==> src/rtl/tl_pkg.sv <==
// -----------------------------------------------------------------------------
// tl_pkg
//   Shared definitions for the traffic light controller:
//   - phase codes (2'd3 is illegal and is treated as RED)
//   - one-hot LED patterns, led[2]=red, led[1]=yellow, led[0]=green
//   - helpers that map a phase to its LED pattern and to its successor phase
// -----------------------------------------------------------------------------
package tl_pkg;

  typedef enum logic [1:0] {
    PH_RED     = 2'd0,
    PH_GREEN   = 2'd1,
    PH_YELLOW  = 2'd2,
    PH_ILLEGAL = 2'd3
  } phase_e;

  localparam logic [2:0] LED_RED = 3'b100;
  localparam logic [2:0] LED_YEL = 3'b010;
  localparam logic [2:0] LED_GRN = 3'b001;

  // One-hot LED pattern for a phase; anything unexpected shows RED.
  function automatic logic [2:0] phase_to_led(input phase_e ph);
    logic [2:0] led_v;
    case (ph)
      PH_GREEN:  led_v = LED_GRN;
      PH_YELLOW: led_v = LED_YEL;
      default:   led_v = LED_RED;
    endcase
    return led_v;
  endfunction

  // RED -> GREEN -> YELLOW -> RED; the illegal code recovers into RED.
  function automatic phase_e next_phase(input phase_e ph);
    phase_e nxt_v;
    case (ph)
      PH_RED:    nxt_v = PH_GREEN;
      PH_GREEN:  nxt_v = PH_YELLOW;
      PH_YELLOW: nxt_v = PH_RED;
      default:   nxt_v = PH_RED;
    endcase
    return nxt_v;
  endfunction

endpackage

==> src/rtl/traffic_light_ctrl_prescaler.sv <==
// -----------------------------------------------------------------------------
// tick_prescaler
//   Divides clk into a one-cycle tick every TICK_DIV enabled cycles.
//   Ports:
//     clk     in  system clock
//     reset   in  asynchronous reset, active-high (count returns to 0)
//     enable  in  1 = count, 0 = hold the count and suppress tick
//     tick    out high for one cycle when count==TICK_DIV-1 and enable=1
// -----------------------------------------------------------------------------
module tick_prescaler #(
  parameter int unsigned TICK_DIV = 100_000_000
) (
  input  logic clk,
  input  logic reset,
  input  logic enable,
  output logic tick
);

  localparam int unsigned CW = (TICK_DIV > 1) ? $clog2(TICK_DIV) : 1;
  localparam logic [CW-1:0] LAST = CW'(TICK_DIV - 1);

  logic [CW-1:0] count_q;
  logic [CW-1:0] count_d;
  logic          at_last_s;

  // Next count and tick; a disabled cycle holds the count even at LAST.
  always_comb begin
    at_last_s = (count_q == LAST);
    tick      = enable & at_last_s;
    count_d   = count_q;
    if (enable) begin
      if (at_last_s) begin
        count_d = {CW{1'b0}};
      end else begin
        count_d = count_q + {{(CW-1){1'b0}}, 1'b1};
      end
    end else begin
      count_d = count_q;
    end
  end

  // Count register.
  always_ff @(posedge clk or posedge reset) begin
    if (reset) begin
      count_q <= {CW{1'b0}};
    end else begin
      count_q <= count_d;
    end
  end

endmodule

==> src/rtl/traffic_light_ctrl.sv <==
// -----------------------------------------------------------------------------
// traffic_light_ctrl
//   Sequences a 3-LED light RED -> GREEN -> YELLOW -> RED, each phase lasting a
//   per-phase number of prescaler ticks.
//   Optional feature macro: PED_REQ_EN (pedestrian request shortens GREEN).
//   Ports:
//     clk       in   system clock
//     reset     in   asynchronous reset, active-high
//     enable    in   1 = run, 0 = freeze prescaler, counter and phase
//     ped_req   in   pedestrian request pulse (only with PED_REQ_EN)
//     led       out  [2]=red [1]=yellow [0]=green, one-hot, registered
//     phase     out  current phase code (tl_pkg), registered
//     sec_left  out  ticks remaining in the phase minus 1, registered
// -----------------------------------------------------------------------------
module traffic_light_ctrl
  import tl_pkg::*;
#(
  parameter int unsigned TICK_DIV = 100_000_000,
  parameter int unsigned RED_S    = 5,
  parameter int unsigned GREEN_S  = 5,
  parameter int unsigned YELLOW_S = 2,
  parameter int unsigned CNT_W    = 8
) (
  input  logic             clk,
  input  logic             reset,
  input  logic             enable,
`ifdef PED_REQ_EN
  input  logic             ped_req,
`endif
  output logic [2:0]       led,
  output logic [1:0]       phase,
  output logic [CNT_W-1:0] sec_left
);

  // Durations must fit the counter as DUR-1, so sec_left can never wrap.
  if ((RED_S < 1) || (RED_S > (2 ** CNT_W))) begin : g_bad_red
    $error("traffic_light_ctrl: RED_S=%0d outside 1..2**CNT_W", RED_S);
  end
  if ((GREEN_S < 1) || (GREEN_S > (2 ** CNT_W))) begin : g_bad_green
    $error("traffic_light_ctrl: GREEN_S=%0d outside 1..2**CNT_W", GREEN_S);
  end
  if ((YELLOW_S < 1) || (YELLOW_S > (2 ** CNT_W))) begin : g_bad_yellow
    $error("traffic_light_ctrl: YELLOW_S=%0d outside 1..2**CNT_W", YELLOW_S);
  end
  if (TICK_DIV < 1) begin : g_bad_div
    $error("traffic_light_ctrl: TICK_DIV must be at least 1");
  end

  localparam logic [CNT_W-1:0] RED_LD = CNT_W'(RED_S - 1);
  localparam logic [CNT_W-1:0] GRN_LD = CNT_W'(GREEN_S - 1);
  localparam logic [CNT_W-1:0] YEL_LD = CNT_W'(YELLOW_S - 1);
  localparam logic [CNT_W-1:0] ZERO   = {CNT_W{1'b0}};
  localparam logic [CNT_W-1:0] ONE    = CNT_W'(1);

  // Reload value for the phase being entered.
  function automatic logic [CNT_W-1:0] phase_load(input phase_e ph);
    logic [CNT_W-1:0] ld_v;
    case (ph)
      PH_GREEN:  ld_v = GRN_LD;
      PH_YELLOW: ld_v = YEL_LD;
      default:   ld_v = RED_LD;
    endcase
    return ld_v;
  endfunction

  logic             tick_s;
  logic             shorten_s;
  phase_e           phase_q;
  phase_e           phase_d;
  logic [CNT_W-1:0] sec_q;
  logic [CNT_W-1:0] sec_d;
  logic [2:0]       led_q;
  logic [2:0]       led_d;

  tick_prescaler #(
    .TICK_DIV (TICK_DIV)
  ) u_prescaler (
    .clk    (clk),
    .reset  (reset),
    .enable (enable),
    .tick   (tick_s)
  );

`ifdef PED_REQ_EN
  logic ped_pending_q;
  logic ped_pending_d;
  logic enter_red_s;

  // Sticky pedestrian flag; entering RED clears it even if a request coincides.
  always_comb begin
    enter_red_s   = tick_s && (sec_q == ZERO) && (next_phase(phase_q) == PH_RED);
    shorten_s     = ped_pending_q && (phase_q == PH_GREEN);
    ped_pending_d = ped_pending_q;
    if (enter_red_s) begin
      ped_pending_d = 1'b0;
    end else begin
      ped_pending_d = ped_pending_q | ped_req;
    end
  end

  // Pedestrian flag register.
  always_ff @(posedge clk or posedge reset) begin
    if (reset) begin
      ped_pending_q <= 1'b0;
    end else begin
      ped_pending_q <= ped_pending_d;
    end
  end
`else
  assign shorten_s = 1'b0;
`endif

  // Phase FSM and seconds counter; LED is decoded from the next phase so the
  // registered LED changes on the same edge as the phase.
  always_comb begin
    phase_d = phase_q;
    sec_d   = sec_q;
    led_d   = led_q;
    if (tick_s) begin
      if (sec_q == ZERO) begin
        phase_d = next_phase(phase_q);
        sec_d   = phase_load(phase_d);
        led_d   = phase_to_led(phase_d);
      end else if (shorten_s) begin
        sec_d = ZERO;
      end else begin
        sec_d = sec_q - ONE;
      end
    end else begin
      sec_d = sec_q;
    end
  end

  // Phase, counter and LED registers.
  always_ff @(posedge clk or posedge reset) begin
    if (reset) begin
      phase_q <= PH_RED;
      sec_q   <= RED_LD;
      led_q   <= LED_RED;
    end else begin
      phase_q <= phase_d;
      sec_q   <= sec_d;
      led_q   <= led_d;
    end
  end

  assign led      = led_q;
  assign phase    = phase_q;
  assign sec_left = sec_q;

endmodule
==> config.mk <==
export PLATFORM = sky130hd
export DESIGN_NAME = traffic_light_ctrl
export DESIGN_NICKNAME = d
export VERILOG_FILES = /design/src/rtl/tl_pkg.sv /design/src/rtl/traffic_light_ctrl_prescaler.sv /design/src/rtl/traffic_light_ctrl.sv
export SDC_FILE = /design/constraint.sdc
export NUM_CORES = 1
export LEC_CHECK = 0
export CORE_ASPECT_RATIO = 1.25
export CORE_MARGIN = 3
export CORE_UTILIZATION = 37
export DETAILED_ROUTE_END_ITERATION = 10
export PLACE_DENSITY_LB_ADDON = 0.15
export SYNTH_ARGS = -nofsm -noshare
export SYNTH_HDL_FRONTEND = slang
export SYNTH_SLANG_ARGS = --single-unit
==> constraint.sdc <==
create_clock -name clk -period 2.41 [get_ports clk]
set_clock_uncertainty 0.2 [all_clocks]
set_input_delay 0.482 -clock clk [delete_from_list [all_inputs] [get_ports clk]]
set_output_delay 0.482 -clock clk [all_outputs]
set_load 0.03 [all_outputs]
==> results <==
- Pin placement for this block handled 16 I/O pins.
- The final total negative setup slack is 0 ns.
- Dividing the final minimum period by the clock period gives 97.8%.
- The leftover overflow at the end of global routing is 0.
- The global-route usage over all layers is 14.9%.
- Once detail routing completed, the nets flagged for antenna violations numbered 0.
- The first-pass GRT wire length is 7.31 mm.
- At the end of the flow, the number of nets in the layout was 246.
- After clock tree synthesis, the flow added hold-fix buffers numbering 0.
- The detailed placement HPWL is 2.97 mm.
- The register share of total power is 55.3%.
- The first detailed-routing pass took 4 iterations.
- The worst setup path is captured at a flip-flop.
- The achievable frequency is 0.424 GHz.
- The post-synthesis sequential element count is 38.
- Registers take 953 um2.
- The worst hold margin is 0.306 ns.
- The final standard cell area without fillers is 0.00246 mm2.
- The post-detailed-placement cell area is 0.00234 mm2.
- The share of synthesized registers carrying an async set or reset is 100%.
- The floorplan has 29 rows.
- The max-slew violation total from the final report is 0.
- The pin count of the biggest net entering global routing is 39.
- Combinational logic burns 14.3% of the power.
- The effective utilization at floorplan is 38.6%.
- The net switching power figure is 0.382 mW.
- The mean post-synth cell area is 9.69 um2.
- The routed layout has 1,593 vias.
- The static leakage is 1.01 nW.
- The number of global-route vias before repair is 1,571.
- In the synthesized netlist, the number of instances is 204.
- At the worst endpoint, the required time is 2.42 ns.
- In this run the number of H-tree levels came out at 2.
- TritonCTS built the clock tree.
- The data arrival at the endpoint of the critical path is 2.37 ns.
- In this run the horizontal extent of the chip is 71.4 um.
- In this run the deepest clock path goes through 2 buffers.
- The final cell count without fillers is 302.
- The net count after synthesis is 209.
- The setup path with the least slack is of type input port to flip-flop.
- The later pin in the worst-skew pair is clocked with a latency of 0.29 ns.
- The routed wire length is 4.24 mm.
- The layout has 488 filler cells.
- Prior to clock tree synthesis, the placed netlist has a worst setup slack of -0.308 ns.
- Clock tree synthesis found a total of 38 sinks.
- The number of I/O port buffers is 15.
- Headroom to the max-slew limit came out at 67.7%.
- The area growth from synthesis to layout is 24.2%.
- The register area share after synthesis is 48.2%.
- The power density normalized to cell area is 572 mW/mm2.
- Setup violations remaining at the end of the flow were counted as 0.
- The multi-input combinational cells in the finished layout cover a total of 971 um2.
- Yosys printed 0 warnings.
- Across the run, the number of max-cap violations was 0.
- The per-cell via count in the routed design is 5.27.
- Of all nets on the critical path, the largest fanout is 5.
- For the pin with the worst max-slew slack, the measured transition is 0.484 ns.
- The last weighted congestion value of the routability-driven placer is 0.770.
- The die area is 0.00626 mm2.
- The class of the most critical hold timing path is flip-flop to flip-flop.
- In the routed design, unresolved DRC markers number 0.
- The area of the mapped netlist is 0.00198 mm2.
- Measured along the y axis, the die boundary spans 87.7 um.
- The internal power summed over all cells is 1.02 mW.
- The switching power share of the total is 27.2%.
- The fraction of final layout cells sized beyond drive strength 1 is 21.3%.
- The total power is 1.40 mW.
- The total count of hold-check failures in the final report was 0.
- The number of buffers created by CTS is 5.
- Across the VDD grid, the largest voltage drop is 0.000273 V.
- The number of different library cells in the post-synthesis netlist is 40.
- In this run the clock root is driven by a sky130_fd_sc_hd__clkbuf_8.
- For this run, the leading register cell type out of synthesis is sky130_fd_sc_hd__dfrtp_1.
- Counting tap cells, the placed design contains a total of 296 instances.
- The clock network burns 30.4% of the power.
- The setup slack after layout is 0.0534 ns.
- Counting I/O delays and the setup requirement, the final critical path takes 2.36 ns.
- The flow ran to the end, and the final reports show no timing, DRC or antenna violations.
- The antenna cell count is 0.
- After floorplanning, the core was sized to cover 0.00512 mm2.
- The first-iteration detailed-routing DRC count is 74.
- The end-of-flow core utilization is 48.0%.
- Clock-pin slew was measured on the worst setup and hold paths at 0.07 ns.
- Counting flops with a built-in enable in the synthesized netlist gives 0.
- The element type at the critical path start is an input port.
- Setup repair after global routing left no endpoint under its margin.
- The initial antenna violation count came to 0.
- In the final routed layout, each cell accounts on average for 14.0 um.
-- area by class of cell --
type                    count  share of cell area, %
repair buffers             39                   13.6
well taps                  62                   3.16
multi-input cells         147                   39.5
flip-flops and latches     38                   38.8
inverters                  10                   1.53
clock buffers               6                   3.36
-- path summary, 6_finish.rpt --
kind                                               from                      end  slack [ns]  cells past startpoint
worst max-delay path                             enable  u_prescaler.count_q[26]        0.05                      5
worst min-delay path            u_prescaler.count_q[19]  u_prescaler.count_q[19]        0.31                      1
worst max register to register   u_prescaler.count_q[0]  u_prescaler.count_q[26]        0.13                      5
worst min register to register  u_prescaler.count_q[19]  u_prescaler.count_q[19]        0.31                      1
max in group asynchronous                         reset              sec_left[2]        1.24                      3
min in group asynchronous                         reset  u_prescaler.count_q[21]        0.41                      3
-- synth_stat cells, drive strengths merged, types with 2 or more instances --
cell type	count	share of area, %
or3	8	2.5
dfstp	2	2.7
a21oi	11	2.8
buf	4	1.3
nor3	7	1.8
nor2	12	2.3
nor2b	4	1.3
xnor2	12	5.3
nand3	8	2.0
dfrtp	36	46
and2	2	0.63
inv	10	1.9
o31ai	3	1.1
nor3b	2	0.76
nand2	19	3.6
nand4	7	2.8
or4	6	2.3
and4	2	0.95
ha	2	1.3
o21ai	11	2.8
nor4	8	2.5
and3	3	0.95
clkbuf	5	1.0
mux2	8	4.6
-- flip-flops by register name, indices dropped and copies added, names as in the netlist --
| register | count |
|---|---|
| u_prescaler.count_q | 27 |
| sec_left | 8 |
| led | 2 |
| phase | 1 |
-- critical path, stage by stage --
cell	delay [ns]
sky130_fd_sc_hd__clkdlybuf4s50_1	0.52
sky130_fd_sc_hd__nand4_2	0.11
sky130_fd_sc_hd__or4_4	0.57
sky130_fd_sc_hd__or4_1	0.52
sky130_fd_sc_hd__a21oi_1	0.16
-- logic make-up (layout without fill, tap and decap cells) --
| group | after synthesis | after routing | synth area share [%] |
|---|---|---|---|
| adder cells (fa/ha/maj) | 2 | 2 | 1.27 |
| AND/OR/NAND/NOR | 93 | 93 | 26.6 |
| AO/OA/AOI/OAI | 30 | 30 | 8.92 |
| buffers and inverters | 19 | 55 | 4.18 |
| flip-flops | 38 | 38 | 48.2 |
| XOR/XNOR | 13 | 13 | 5.76 |
| multiplexers | 9 | 9 | 5.06 |
-- per-layer routing --
metal,track usage [%],vias to the layer above,wire [um]
li1,-,802,-
met1,18.3,760,1980
met2,25.9,24,2080
met3,3.10,7,113
met4,5.13,0,64
met5,0,-,0
-- power by group through the flow --
stage	sequential, mW	clock [mW]	combinational (mW)
floorplan	0.772	0	0.152
global placement	0.789	0	0.201
detailed placement	0.790	0	0.202
CTS	0.778	0.445	0.203
global route	0.788	0.472	0.229
finish	0.777	0.426	0.201
-- cells in the final DEF, fill, tap and decap left out, types with 2 or more instances in the layout --
cell | Yosys | routed
sky130_fd_sc_hd__nand4_1 | 5 | 5
sky130_fd_sc_hd__o31ai_1 | 3 | 3
sky130_fd_sc_hd__or4_1 | 6 | 4
sky130_fd_sc_hd__dfrtp_1 | 36 | 36
sky130_fd_sc_hd__nand2_1 | 19 | 19
sky130_fd_sc_hd__nand3_1 | 8 | 8
sky130_fd_sc_hd__inv_1 | 10 | 10
sky130_fd_sc_hd__or3_1 | 8 | 8
sky130_fd_sc_hd__dfstp_2 | 2 | 2
sky130_fd_sc_hd__o21ai_0 | 11 | 11
sky130_fd_sc_hd__clkdlybuf4s50_1 | 0 | 15
sky130_fd_sc_hd__or4_4 | 0 | 2
sky130_fd_sc_hd__nor2_1 | 12 | 12
sky130_fd_sc_hd__ha_1 | 2 | 2
sky130_fd_sc_hd__nand4_2 | 2 | 2
sky130_fd_sc_hd__buf_4 | 2 | 23
sky130_fd_sc_hd__and3_1 | 3 | 3
sky130_fd_sc_hd__nor4_1 | 8 | 7
sky130_fd_sc_hd__xnor2_1 | 12 | 12
sky130_fd_sc_hd__clkbuf_8 | 0 | 6
sky130_fd_sc_hd__a21oi_1 | 11 | 11
sky130_fd_sc_hd__nor2b_1 | 4 | 4
sky130_fd_sc_hd__nor3_1 | 7 | 6
sky130_fd_sc_hd__and2_1 | 2 | 2
sky130_fd_sc_hd__mux2_2 | 8 | 8
-- timing repair --
item	in CTS	in global routing
endpoints found under the setup margin	5	6
gates resized for setup	2	5
setup buffers	0	0
Note: power is estimated with default switching activity, not from simulation.
